$ cat config.mk
export PLATFORM = sky130hd
export DESIGN_NAME = uart_ctl
export DESIGN_NICKNAME = d
export VERILOG_FILES = /design/src/rtl/uart_ctl.sv
export SDC_FILE = /design/constraint.sdc
export NUM_CORES = 1
export LEC_CHECK = 0
export ABC_CLOCK_PERIOD_IN_PS = 3700
export BUFFER_PORTS_ARGS = -buffer_cell sky130_fd_sc_hd__buf_2
export CAP_MARGIN = 20
export CORE_ASPECT_RATIO = 0.9
export CORE_UTILIZATION = 36
export CTS_BUF_LIST = sky130_fd_sc_hd__clkbuf_8
export CTS_CLUSTER_SIZE = 24
export DETAILED_ROUTE_END_ITERATION = 7
export GPL_TIMING_DRIVEN = 0
export PLACE_DENSITY_LB_ADDON = 0.25
export SKIP_LAST_GASP = 1
export SYNTH_ARGS = -nofsm -noshare
export SYNTH_HDL_FRONTEND = slang
export SYNTH_SLANG_ARGS = --single-unit
$ cat constraint.sdc
create_clock -name i_clk -period 3.7 [get_ports i_clk]
set_clock_uncertainty 0.2 [all_clocks]
set_input_delay 0.185 -clock i_clk [delete_from_list [all_inputs] [get_ports i_clk]]
set_output_delay 0.185 -clock i_clk [all_outputs]
set_load 0.02 [all_outputs]
$ cat src/rtl/uart_ctl.sv
// ---------------------------------------------------------------------------
// uart_ctl
//
// Bus-master sequencer for a 16550-style uart register port. After reset it
// programs the divisor (DLA set, DLL, DLM, DLA clear). It then polls LSR and
// moves bytes between two 8-bit valid/ready client streams and THR/RBR through
// byte-wide TX and RX FIFOs. The uart is polled, so IER is never written.
//
// Parameters
//   TX_DEPTH       TX FIFO entries (power of 2, >= 2)
//   RX_DEPTH       RX FIFO entries (power of 2, >= 2)
//   RESET_DIV      divisor programmed by the init sequence after reset
//   INIT_ON_RESET  1: run the init sequence after reset, 0: start polling
//
// Ports
//   i_clk, i_rst     clock, synchronous active-high reset
//   o_addr/o_stb/o_we/o_dat_w, i_ack/i_dat_r
//                    uart register port (one transaction per ack, o_we=0 read)
//   i_tx_valid/i_tx_data/o_tx_ready   client -> TX FIFO stream
//   o_rx_valid/o_rx_data/i_rx_ready   RX FIFO -> client stream (fall-through)
//   i_cfg_start/i_cfg_div             request a new divisor
//   o_cfg_busy                        init or reconfiguration in progress
//   o_rx_stall                        sticky: DR seen while the RX FIFO was full
// ---------------------------------------------------------------------------
module uart_ctl #(
  parameter int          TX_DEPTH      = 16,
  parameter int          RX_DEPTH      = 16,
  parameter logic [15:0] RESET_DIV     = 16'd3334,
  parameter bit          INIT_ON_RESET = 1'b1
) (
  input  logic        i_clk,
  input  logic        i_rst,
  output logic [2:0]  o_addr,
  output logic        o_stb,
  output logic [3:0]  o_we,
  input  logic        i_ack,
  output logic [31:0] o_dat_w,
  input  logic [31:0] i_dat_r,
  input  logic        i_tx_valid,
  input  logic [7:0]  i_tx_data,
  output logic        o_tx_ready,
  output logic        o_rx_valid,
  output logic [7:0]  o_rx_data,
  input  logic        i_rx_ready,
  input  logic        i_cfg_start,
  input  logic [15:0] i_cfg_div,
  output logic        o_cfg_busy,
  output logic        o_rx_stall
);

  localparam int TX_AW = (TX_DEPTH > 1) ? $clog2(TX_DEPTH) : 1;
  localparam int TX_CW = $clog2(TX_DEPTH + 1);
  localparam int RX_AW = (RX_DEPTH > 1) ? $clog2(RX_DEPTH) : 1;
  localparam int RX_CW = $clog2(RX_DEPTH + 1);

  localparam logic [2:0] ADDR_DATA = 3'd0;
  localparam logic [2:0] ADDR_DLM  = 3'd1;
  localparam logic [2:0] ADDR_LCR  = 3'd3;
  localparam logic [2:0] ADDR_LSR  = 3'd5;

  typedef enum logic [2:0] {
    S_I_LCR1,
    S_I_DLL,
    S_I_DLM,
    S_I_LCR0,
    S_POLL,
    S_RD,
    S_WR,
    S_DRAIN
  } state_e;

  state_e state_q, state_d;

  // started_q keeps the bus quiet for the first cycle after reset so that
  // a reset asserted mid-transaction drops o_stb on the very next cycle.
  logic        started_q;
  logic [15:0] div_q;
  logic        busy_q;
  logic        pending_q;
  logic        preferRd_q;
  logic        stall_q;

  logic        adv;
  logic        lsrDr, lsrThe, lsrTemt;
  logic        rdOk, wrOk;
  logic        goRd, goWr, toDrain, initDone, stallSet;

  logic [7:0]       txMem [TX_DEPTH];
  logic [TX_AW-1:0] txWrPtr_q, txRdPtr_q;
  logic [TX_CW-1:0] txCount_q;
  logic             txFull, txEmpty, txPush, txPop;
  logic [7:0]       txHead;

  logic [7:0]       rxMem [RX_DEPTH];
  logic [RX_AW-1:0] rxWrPtr_q, rxRdPtr_q;
  logic [RX_CW-1:0] rxCount_q;
  logic             rxFull, rxEmpty, rxPush, rxPop;

  logic unusedDat;
  assign unusedDat = ^{i_dat_r[31:15], i_dat_r[12:9]};

  assign adv     = started_q & i_ack;
  assign lsrDr   = i_dat_r[8];
  assign lsrThe  = i_dat_r[13];
  assign lsrTemt = i_dat_r[14];

  // RBR is only read when a byte is waiting and there is room for it, since
  // the read itself clears DR in the uart.
  assign rdOk = lsrDr & ~rxFull;
  assign wrOk = lsrThe & ~txEmpty;

  // Next-state logic. Every state is a bus transaction, so the FSM only
  // moves in the ack cycle; the POLL decision is made from the LSR value
  // returned in that same cycle.
  always_comb begin
    state_d  = state_q;
    goRd     = 1'b0;
    goWr     = 1'b0;
    toDrain  = 1'b0;
    initDone = 1'b0;
    stallSet = 1'b0;
    case (state_q)
      S_I_LCR1: if (adv) state_d = S_I_DLL;
      S_I_DLL:  if (adv) state_d = S_I_DLM;
      S_I_DLM:  if (adv) state_d = S_I_LCR0;
      S_I_LCR0: begin
        if (adv) begin
          state_d  = S_POLL;
          initDone = 1'b1;
        end
      end
      S_POLL: begin
        if (adv) begin
          stallSet = lsrDr & rxFull;
          if (pending_q) begin
            state_d = S_DRAIN;
            toDrain = 1'b1;
          end else if (rdOk && wrOk) begin
            goRd = preferRd_q;
            goWr = ~preferRd_q;
          end else begin
            goRd = rdOk;
            goWr = wrOk;
          end
          if (goRd) state_d = S_RD;
          else if (goWr) state_d = S_WR;
        end
      end
      S_RD:    if (adv) state_d = S_POLL;
      S_WR:    if (adv) state_d = S_POLL;
      S_DRAIN: if (adv && lsrTemt) state_d = S_I_LCR1;
      default: state_d = S_POLL;
    endcase
  end

  // Bus outputs are a pure decode of the registered state; before the
  // first post-reset cycle everything sits at zero.
  always_comb begin
    o_stb   = 1'b0;
    o_addr  = 3'd0;
    o_we    = 4'd0;
    o_dat_w = 32'd0;
    if (started_q) begin
      o_stb = 1'b1;
      case (state_q)
        S_I_LCR1: begin
          o_addr  = ADDR_LCR;
          o_we    = 4'b1000;
          o_dat_w = 32'h8000_0000;
        end
        S_I_DLL: begin
          o_addr  = ADDR_DATA;
          o_we    = 4'b0001;
          o_dat_w = {24'd0, div_q[7:0]};
        end
        S_I_DLM: begin
          o_addr  = ADDR_DLM;
          o_we    = 4'b0010;
          o_dat_w = {16'd0, div_q[15:8], 8'd0};
        end
        S_I_LCR0: begin
          o_addr = ADDR_LCR;
          o_we   = 4'b1000;
        end
        S_POLL:  o_addr = ADDR_LSR;
        S_RD:    o_addr = ADDR_DATA;
        S_WR: begin
          o_addr  = ADDR_DATA;
          o_we    = 4'b0001;
          o_dat_w = {24'd0, txHead};
        end
        S_DRAIN: o_addr = ADDR_LSR;
        default: o_stb = 1'b0;
      endcase
    end
  end

  // Control registers. A reconfig request is latched as pending and only
  // acted on at the next POLL decision, so an RD/WR in flight completes.
  always_ff @(posedge i_clk) begin
    if (i_rst) begin
      state_q    <= INIT_ON_RESET ? S_I_LCR1 : S_POLL;
      started_q  <= 1'b0;
      div_q      <= RESET_DIV;
      busy_q     <= INIT_ON_RESET;
      pending_q  <= 1'b0;
      preferRd_q <= 1'b1;
      stall_q    <= 1'b0;
    end else begin
      state_q   <= state_d;
      started_q <= 1'b1;
      if (goRd) preferRd_q <= 1'b0;
      else if (goWr) preferRd_q <= 1'b1;
      if (stallSet) stall_q <= 1'b1;
      if (initDone) busy_q <= 1'b0;
      if (toDrain) pending_q <= 1'b0;
      if (i_cfg_start && !busy_q) begin
        div_q     <= i_cfg_div;
        busy_q    <= 1'b1;
        pending_q <= 1'b1;
      end
    end
  end

  assign o_cfg_busy = busy_q;
  assign o_rx_stall = stall_q;

  // TX FIFO: client pushes, WR pops in its ack cycle.
  assign txFull     = (txCount_q == TX_CW'(TX_DEPTH));
  assign txEmpty    = (txCount_q == '0);
  assign txPush     = i_tx_valid & ~txFull;
  assign txPop      = (state_q == S_WR) & adv;
  assign txHead     = txMem[txRdPtr_q];
  assign o_tx_ready = ~txFull;

  always_ff @(posedge i_clk) begin
    if (txPush) txMem[txWrPtr_q] <= i_tx_data;
  end

  always_ff @(posedge i_clk) begin
    if (i_rst) begin
      txWrPtr_q <= '0;
      txRdPtr_q <= '0;
      txCount_q <= '0;
    end else begin
      if (txPush) txWrPtr_q <= txWrPtr_q + TX_AW'(1);
      if (txPop)  txRdPtr_q <= txRdPtr_q + TX_AW'(1);
      case ({txPush, txPop})
        2'b10:   txCount_q <= txCount_q + TX_CW'(1);
        2'b01:   txCount_q <= txCount_q - TX_CW'(1);
        default: txCount_q <= txCount_q;
      endcase
    end
  end

  // RX FIFO: RD pushes the RBR byte, client pops the fall-through head.
  // An RD push is only ever scheduled when the FIFO had room at POLL, and
  // only the client can change the count in between, so it cannot overflow.
  assign rxFull     = (rxCount_q == RX_CW'(RX_DEPTH));
  assign rxEmpty    = (rxCount_q == '0);
  assign rxPush     = (state_q == S_RD) & adv;
  assign rxPop      = i_rx_ready & ~rxEmpty;
  assign o_rx_valid = ~rxEmpty;
  assign o_rx_data  = rxMem[rxRdPtr_q];

  always_ff @(posedge i_clk) begin
    if (rxPush) rxMem[rxWrPtr_q] <= i_dat_r[7:0];
  end

  always_ff @(posedge i_clk) begin
    if (i_rst) begin
      rxWrPtr_q <= '0;
      rxRdPtr_q <= '0;
      rxCount_q <= '0;
    end else begin
      if (rxPush) rxWrPtr_q <= rxWrPtr_q + RX_AW'(1);
      if (rxPop)  rxRdPtr_q <= rxRdPtr_q + RX_AW'(1);
      case ({rxPush, rxPop})
        2'b10:   rxCount_q <= rxCount_q + RX_CW'(1);
        2'b01:   rxCount_q <= rxCount_q - RX_CW'(1);
        default: rxCount_q <= rxCount_q;
      endcase
    end
  end

endmodule
# ---- Word level (Yosys, flattened, before mapping)
# Memories as Yosys holds them, arrays and structs flattened. A register that Yosys moved wholly into a read port is not among the register bits.
# Cells that the tools add are included.
dict set report word_totals {
  ff_bits 50
  in_bits 62
  elab_cells 125
  out_inout_bits 52
  mem_bits_rw 256
  mem_count 2
}
# memory words word_bits rd rd_clocked_by_memory_dff wr line_no
set memory_table {}
lappend memory_table {rxMem 16 8 1 1 1 94} ;# logic [7:0] rxMem [RX_DEPTH];
lappend memory_table {txMem 16 8 1 1 1 88} ;# logic [7:0] txMem [TX_DEPTH];
dict set report classes {
  n_addsub 8
  n_mux 51
  bitwise 13
  eq_ne 20
  reduce_logical 18
}
# op n
set op_table {}
lappend op_table {{one-hot mux 32 bit (4 select lines)} 1}
lappend op_table {{two-way mux 32 bit} 1}
lappend op_table {{two-way mux 3 bit} 10}
lappend op_table {{two-way mux 1 bit} 29}
lappend op_table {{two-way mux 4 bit} 5}
lappend op_table {{one-hot mux 5 bit (2 select lines)} 2}
lappend op_table {{one-hot mux 3 bit (6 select lines)} 1}
lappend op_table {{adder 4 x 1 -> 4 bit, second input constant} 4}
lappend op_table {{equality test 3 bit, second input constant} 4}
lappend op_table {{one-hot mux 3 bit (4 select lines)} 1}
lappend op_table {{one-hot mux 4 bit (3 select lines)} 1}
lappend op_table {{adder 5 x 1 -> 5 bit, second input constant} 2}
lappend op_table {{equality test 5 bit, second input constant} 2}
lappend op_table {{zero test 5 bit} 2}
lappend op_table {{!= test 2 bit, second input constant} 5}
lappend op_table {{subtractor 5 x 1 -> 5 bit, second input constant} 2}
lappend op_table {{bitwise AND 1 bit} 8}
lappend op_table {{nonzero test 2 bit} 4}
lappend op_table {{OR reduction 2 bit} 4}
lappend op_table {{AND reduction 7 bit} 1}
lappend op_table {{equality test 3 x 2 -> 1 bit, second input constant} 2}
lappend op_table {{OR reduction 3 bit} 2}
lappend op_table {{NOT 1 bit} 5}
lappend op_table {{equality test 2 x 1 -> 1 bit, second input constant} 2}
lappend op_table {{other kinds (7)} 10}

# ---- Longest topological paths before layout
# Gate-level depths: netlist (run 1).
dict set report depth {
  depth_word 12
  ltp_mapped 12
  depth_no_buf 11
}

# ---- Least setup slack after synthesis (run 1)
# No wires, ideal clock.
dict set report synth_path {
  path_type {reg-to-reg}
  start {register started_q}
  end {register txCount_q[4]}
  setup_ns 0.123
  arrival_ns 2.661
  stages_incl_launch_ff 12
  required_ns 3.377
  synth_period_minus_slack_ns 2.984
  path_buffers 1
  slack_ns 0.716
  cell_sequence {dfxtp_1 and4b_1 and2_1 clkbuf_1 ha_1 inv_1 fa_1 nor2b_1 o21ai_1 nand3_1 or3b_1 mux2_1}
}
dict set report synth_via {
  elab_chain_cells 4
  elab_cells_between_ends 6
  classes_between {eq/ne (2); mux (1); bitwise (2); reduce/logical (1)}
}
# item line_no
set synth_rtl {}
lappend synth_rtl {{from (decl)} 76} ;# logic started_q;
lappend synth_rtl {{from (signal assigned)} 203} ;# started_q <= 1'b0;
lappend synth_rtl {{from (signal assigned)} 211} ;# started_q <= 1'b1;
lappend synth_rtl {{bitwise AND 1 bit (*)} 102} ;# assign adv = started_q & i_ack;
lappend synth_rtl {{bitwise AND 1 bit (*)} 232} ;# assign txPop = (state_q == S_WR) & adv;
lappend synth_rtl {{via txPop} 91} ;# logic txFull, txEmpty, txPush, txPop;
lappend synth_rtl {{equality test 2 x 1 -> 1 bit / equality test 2 bit (equally long branches)} 248} ;# case ({txPush, txPop})
lappend synth_rtl {{one-hot mux 5 bit (2 select lines) / nonzero test 2 bit (equally long branches)} -}
lappend synth_rtl {{to (signal assigned)} 249} ;# 2'b10: txCount_q <= txCount_q + TX_CW'(1);
lappend synth_rtl {{to (signal assigned)} 250} ;# 2'b01: txCount_q <= txCount_q - TX_CW'(1);
lappend synth_rtl {{to (signal assigned)} 251} ;# default: txCount_q <= txCount_q;
lappend synth_rtl {{to (decl)} 90} ;# logic [TX_CW-1:0] txCount_q;
# The timed path passes the listed nets; every way through them passes the cells marked *.
# A chain may end at the register's enable or synchronous reset.

# ---- Worst setup path after layout (run 1)
dict set report layout_path {
  start {register state_q[0]}
  end {register txCount_q[4]}
}
dict set report layout_via {
  elab_chain_cells 4
  elab_cells_between_ends 6
  classes_between {eq/ne (3); mux (1); bitwise (1); reduce/logical (1)}
}
# item line_no
set layout_rtl {}
lappend layout_rtl {{from (decl)} 72} ;# state_e state_q, state_d;
lappend layout_rtl {{from (signal assigned)} 202} ;# state_q <= INIT_ON_RESET ? S_I_LCR1 : S_POLL;
lappend layout_rtl {{from (signal assigned)} 210} ;# state_q <= state_d;
lappend layout_rtl {{equality test 3 bit (*)} 232}
lappend layout_rtl {{bitwise AND 1 bit (*)} 232}
lappend layout_rtl {{via txPop} 91}
lappend layout_rtl {{equality test 2 x 1 -> 1 bit / equality test 2 bit (equally long branches)} 248}
lappend layout_rtl {{one-hot mux 5 bit (2 select lines) / nonzero test 2 bit (equally long branches)} -}
# Marks and branches as above.

==> results of run 1 <==
-- area by class of cell --
class | count | area share [%]
Sequential cell | 314 | 57.4
Multi-Input combinational cell | 382 | 23.6
Timing Repair Buffer | 137 | 6.40
Clock buffer | 56 | 5.00
Tap cell | 469 | 3.81
Buffer | 56 | 2.05
Clock inverter | 34 | 1.36
Inverter | 13 | 0.317
-- per-layer routing --
layer | track usage [%] | up-vias | routed length (µm)
li1 | - | 3299 | -
met1 | 19.5 | 3536 | 11600
met2 | 24.6 | 164 | 12800
met3 | 3.51 | 53 | 1370
met4 | 4.55 | 0 | 565
met5 | 0 | - | 0
-- cell usage after synthesis (all sizes together), types with 2 or more instances --
library cell  number
a21boi             3
a21o               3
a21oi             23
a221o              8
a22o               8
and2               9
and3               5
buf               39
clkbuf            17
dfxtp             58
edfxtp           256
fa                 2
ha                18
inv               12
mux2               9
mux2i              7
mux4              72
nand2             55
nand2b             6
nand3              8
nand4              7
nor2              66
nor2b              6
nor3              10
nor4               2
o21ai              4
o311ai             2
or4                2
xnor2              8
xor2              11
-- per-stage QoR --
stage / instances / hold slack, ns / setup slack (ns) / instance area, µm² / utilization, %
6_report: 1461 / 0.178 / 0.360 / 15400 / 44.1
5_1_grt: 1461 / 0.159 / 0.122 / 15400 / 44.1
4_1_cts: 1461 / 0.107 / 0.326 / 15400 / 44.1
3_5_place_dp: 1311 / 0.210 / 0.379 / 13800 / 39.5
3_3_place_gp: 1309 / 0.202 / 0.367 / 13800 / 39.4
2_1_floorplan: 765 / 0.0839 / 0.716 / 12800 / -
-- power by group --
part           internal (W)  switching, W  leakage, nW
logic              0.000101      0.000151         2.04
registers           0.00384     0.0000105         2.78
clock network       0.00153       0.00135        0.551
-- flip-flops by register name (all words and copies together), names as in the netlist, 3 cells and up, named ones only --
| register | flops |
|---|---|
| div_q | 16 |
| rxCount_q | 5 |
| rxMem | 128 |
| rxRdPtr_q | 4 |
| rxWrPtr_q | 4 |
| state_q | 3 |
| txCount_q | 5 |
| txMem | 128 |
| txRdPtr_q | 4 |
| txWrPtr_q | 4 |
-- tightest hold or removal path: stages --
cell and delay [ns]:
dlygate4sd3_1 0.52, buf_2 0.10, nand2_1 0.05, nand3_1 0.07
-- how the worst min path moves through the flow --
stage | start | to
detailed placement | i_cfg_div[11] | div_q[11]
CTS | i_cfg_div[10] | div_q[10]
global route | i_cfg_div[10] | div_q[10]
global placement | i_cfg_div[8] | div_q[8]
floorplan | i_dat_r[0] | rxMem[0][0]
finish | i_cfg_div[10] | div_q[10]
-- what timing repair did --
item | in CTS | in global routing
hold buffers | 60 | 0
setup buffers | 0 | 0
endpoints found under the hold margin | 292 | 0
-- logic make-up after synthesis --
kind of cell,Yosys count
AO/OA/AOI/OAI,58
XOR/XNOR,19
adder cells (fa/ha/maj),20
buffers and inverters,69
flip-flops,314
multiplexers,88
other,1
AND/OR/NAND/NOR,181
==> run_results.csv, run 1 <==
group,metric,value,unit
run_status,outcome,"complete, no violations",
synth,synth_top_area_cell,"edfxtp_1",
pwr,vdd_ir_drop_max,325,µV
routing,wl_per_cell,18.1,µm
timing,slew-limit-headroom,36.3,%
worst_hold_path,worstHoldPathCells,4,
synth,synthSimpleGateAreaFrac,6.60,%
synth,synth_area_leaders,"edfxtp_1, mux4_2, dfxtp_1",
pwr,power_density,454,nW/µm²
clocking,cts_made_buffers,51,
worst_setup_path,critPathTopFamily,"simple AND/OR/NAND/NOR gates",
finish,nFillCells,3159,
worst_setup_path,cp.buffers_inverters,3,
worst_setup_path,cp.arrival,3.60,ns
clocking,clockBufferDepth,3,
timing,setup_tns,0,ns
pwr,fin_total_pwr,0.00699,W
finish,layout.area.seq,8850,µm²
worst_setup_path,rr_worst_depth,12,
worst_setup_path,slowest_delay,0.38,ns
worst_setup_path,r2r-start,"state_q[0]",
finish,antennaDiodeCount,0,
timing,fmax,299,MHz
finish,final_nets,1037,
clocking,clkSinkCount,314,
pwr,p_leak,5.37,nW
placed_design,gp_congestion,0.788,
finish,final_common_cell,"edfxtp_1",
worst_setup_path,crit_start,"state_q[0]",
timing,timing.final.crit_share,90.3,%
synth,ys_types,53,
synth,synth-xor-area-share,1.30,%
grt,grt_first_pass_wirelength,41700,µm
clocking,clk_pin_slew,0.06,ns
placed_design,post-dp-hpwl,17300,µm
floorplanning,ios,114,
grt,grt_max_degree,17,
run,cap_viol_max_count,0,
synth,synth-edff-count,256,
clocking,worstSkewPairLatency,0.59,ns
worst_hold_path,hp-class,"input port to flip-flop",
worst_setup_path,crit_required,3.96,ns
clocking,cts_resized,0,
worst_setup_path,cp-start-kind,"flip-flop",
routing,firstDrtPassIters,5,
clocking,cts-root-buf,"clkbuf_8",
worst_setup_path,end_kind,"flip-flop",
grt,grt_pass1_vias,7243,
worst_setup_path,crit_path_max_fanout,10,
routing,routed_wirelength,26400,µm
grt,antenna_found_initial,0,
finish,synthToLayoutAreaGrowth,20.7,%
worst_setup_path,crit_chain,"buf_2 > and4b_1 > and2_1 > clkbuf_1 > ha_1 > inv_1 > fa_1 > nor2b_1 > o21ai_1 > nand3_1 > or3b_1 > mux2_1",
synth,synth-main-ff-cell,"edfxtp_1",
synth,synth_fa_ha_area_share,2.08,%
worst_setup_path,crit_type,"flip-flop to flip-flop",
placed_design,io_buffers,75,
grt,grt_usage,14.9,%
timing,setup_viol,0,
clocking,cts_tree,"done",
synth,synthMuxAreaShare,14.6,%
floorplanning,die_y,181,µm
timing,final_max_slew_viol_count,0,
finish,drive_gt1_share,24.1,%
synth,synth_top_family_by_area,"multiplexers",
routing,antenna_left,0,
synth,syn_inst,750,
clocking,cts-htree-levels,2,
synth,ys_ff_latch,314,
synth,syn-cell-area,12800,µm²
finish,final_cell_mix,"edfxtp_1, buf_2, nor2_1",
worst_setup_path,worst-path-stages,12,
synth,yosysWarnings,0,
synth,synth-compound-area-share,3.20,%
floorplanning,core_area,35000,µm²
worst_setup_path,crit_slowest_cell,"fa_1",
timing,tightest_slew,0.952,ns
worst_setup_path,endpoint,"txCount_q[4]",
synth,avgSynthCellArea,17.0,µm²
routing,drc,0,
floorplanning,dieArea,36200,µm²
floorplanning,dieWidth,201,µm
routing,vias,7052,
routing,routed_via_density,4.83,
routing,first_iter_violations,370,
timing,final.min_clock_period,3.34,ns
timing,hold_violations,0,
grt,overflow,0,
worst_setup_path,rrSetupSlack,0.36,ns
timing,rsz0062_at_grt,"no",
synth,ys_seq_area_share,69.3,%
floorplanning,start_util,36.5,%
finish,multi_input_area,3640,µm²
worst_setup_path,r2r_end,"txCount_q[4]",
synth,synthArstFlopShare,0,%
floorplanning,fp-row-count,65,
synth,synth_top_area_share,60.2,%
Note: power is estimated with default switching activity, not from simulation.
==> run 2: changes to the inputs <==
- ABC_AREA: default -> 1
==> run_results.csv, run 2 <==
group,metric,value,unit
timing,tightest_slew,0.864,ns
synth,ys_types,43,
pwr,fin_total_pwr,0.00829,W
floorplanning,dieArea,37800,µm²
finish,drive_gt1_share,15.1,%
worst_setup_path,crit_required,3.31,ns
floorplanning,fp-row-count,66,
synth,synthArstFlopShare,0,%
synth,synth_top_area_share,57.7,%
pwr,p_leak,5.93,nW
synth,synth_fa_ha_area_share,1.99,%
synth,synthSimpleGateAreaFrac,11.0,%
synth,yosysWarnings,0,
grt,antenna_found_initial,0,
grt,overflow,0,
timing,hold_violations,0,
pwr,power_density,522,nW/µm²
worst_setup_path,critPathTopFamily,"compound AO/OA/AOI/OAI gates",
worst_setup_path,cp-start-kind,"flip-flop",
grt,grt_pass1_vias,8949,
run,cap_viol_max_count,0,
floorplanning,ios,114,
floorplanning,core_area,36300,µm²
finish,antennaDiodeCount,0,
clocking,worstSkewPairLatency,0.64,ns
routing,antenna_left,0,
run_status,outcome,"complete, no violations",
clocking,clockBufferDepth,3,
timing,slew-limit-headroom,42.2,%
finish,final_cell_mix,"edfxtp_1, nor2_1, o21ai_0",
synth,synth-edff-count,256,
grt,grt_usage,18.4,%
clocking,post_cts_buffers,0,
finish,reg_top3,"rxMem x128, txMem x128, div_q x16",
grt,grtUsageMet2,28.5,%
synth,synth_commonest_cells,"edfxtp_1, nor2_1, o21ai_0",
synth,syn_inst,1159,
routing,drc,0,
timing,fmax,321,MHz
finish,multi_input_area,3780,µm²
synth,synth-compound-area-share,12.2,%
worst_setup_path,slowest_delay,0.51,ns
clocking,cts-htree-levels,2,
routing,firstDrtPassIters,7,
routing,wl_per_cell,18.2,µm
finish,nFillCells,3397,
worst_hold_path,hp-class,"input port to flip-flop",
synth,avgSynthCellArea,11.5,µm²
timing,rsz0062_at_grt,"no",
worst_setup_path,crit_chain,"clkbuf_1 > o21ai_0 > o211ai_1 > nand3_1 > nand2_1 > nand2_1 > a21oi_2 > buf_2",
synth,synth_area_leaders,"edfxtp_1, dfxtp_1, nor2_1",
synth,synth_top_family_by_area,"compound AO/OA/AOI/OAI gates",
clocking,clkSinkCount,314,
finish,final_common_cell,"edfxtp_1",
synth,ys_ff_latch,314,
finish,synthToLayoutAreaGrowth,19.4,%
worst_setup_path,cp.arrival,2.73,ns
synth,synthMuxAreaShare,2.40,%
grt,grt_first_pass_wirelength,51800,µm
synth,syn-cell-area,13300,µm²
grt,met1_usage,26.0,%
worst_setup_path,critical_path.most_common_cell,"nand2_1",
routing,vias,9375,
worst_setup_path,crit_slowest_cell,"dfxtp_1",
synth,synth_top_area_cell,"edfxtp_1",
worst_setup_path,crit_type,"flip-flop to output port",
grt,use_met3,3.27,%
worst_setup_path,end_kind,"output port",
grt,grt_max_degree,17,
worst_setup_path,cp.buffers_inverters,2,
clocking,clk_pin_slew,0.06,ns
clocking,cts_tree,"done",
timing,setup_viol,0,
placed_design,io_buffers,76,
placed_design,gp_congestion,0.876,
placed_design,post-dp-hpwl,22800,µm
timing,final.min_clock_period,3.11,ns
floorplanning,start_util,36.7,%
timing,setup_tns,0,ns
routing,routed_via_density,4.98,
floorplanning,dieWidth,205,µm
pwr,vdd_ir_drop_max,271,µV
routing,routed_wirelength,34300,µm
worst_setup_path,crit_path_max_fanout,10,
clocking,cts_made_buffers,53,
synth,ys_seq_area_share,66.4,%
grt,grt.busiest_layer,"met2",
floorplanning,die_y,184,µm
clocking,cts-root-buf,"clkbuf_8",
finish,layout.area.seq,8850,µm²
synth,yosysMostFrequentCell,"edfxtp_1",
routing,first_iter_violations,763,
synth,synth-xor-area-share,0.263,%
timing,final_max_slew_viol_count,0,
finish,final_nets,1449,
timing,timing.final.crit_share,84.2,%
synth,synth-main-ff-cell,"edfxtp_1",
[run 2: metrics by stage]
stage / hold slack (ns) / cell area [µm²] / instances / utilization (%) / setup WS (ns)
final: 0.0638 / 15900 / 1883 / 43.9 / 0.585
after global routing: 0.0902 / 15900 / 1883 / 43.9 / 0.452
after CTS: 0.00779 / 15900 / 1883 / 43.9 / 0.556
after detailed placement: 0.209 / 14400 / 1726 / 39.6 / 0.832
after global placement: 0.202 / 14400 / 1726 / 39.6 / 0.864
after floorplan: 0.0839 / 13400 / 1174 / - / 1.04
[run 2: worst min-delay path, stage by stage]
cell      delay (ns)
buf_2           0.09
inv_1           0.05
nor2_2          0.07
clkbuf_1        0.24
nand2_1         0.14
nand3_1         0.07
[run 2: layout make-up]
cell class / instances / area share [%]
timing repair buffer: 138 / 6.30
inverter: 88 / 2.12
sequential: 314 / 55.7
multi-input combinational: 701 / 23.8
clock inverter: 40 / 1.06
buffer: 71 / 2.59
tap: 476 / 3.75
clock buffer: 55 / 4.76
[run 2: cells by family (layout without fill, tap and decap cells)]
group / count (synthesis) / count (layout)
adder cells (fa/ha/maj): 20 / 20
multiplexers: 32 / 32
AO/OA/AOI/OAI: 282 / 282
buffers and inverters: 159 / 392
flip-flops: 314 / 314
XOR/XNOR: 4 / 4
other: 1 / 16
AND/OR/NAND/NOR: 347 / 347
[run 2: where the power goes]
part	internal, W	switching (W)	total, W	leakage [nW]
Clock	0.00137	0.00140	0.00277	0.564
Combinational	0.000535	0.00104	0.00158	2.59
Sequential	0.00389	0.0000521	0.00394	2.78
Total	0.00580	0.00249	0.00829	5.93
[run 2: worst paths after layout]
check                    from            to  cells after the start  slack [ns]
setup / recovery    flip-flop    o_dat_w[2]                      8        0.59
hold / removal    i_cfg_start      div_q[1]                      6        0.06
setup reg to reg    started_q  rxCount_q[4]                     11        0.84
hold reg to reg      div_q[8]      div_q[8]                      2        0.27
[run 2: layer usage]
metal,share of wire [%],up-vias
li1,-,4501
met4,2.2,0
met2,45,312
met3,6.1,61
met1,46,4501
met5,0,-
[run 2: timing repair]
item	in CTS	in global routing
hold buffers	62	0
endpoints found under the hold margin	299	0
gates resized for setup	0	0
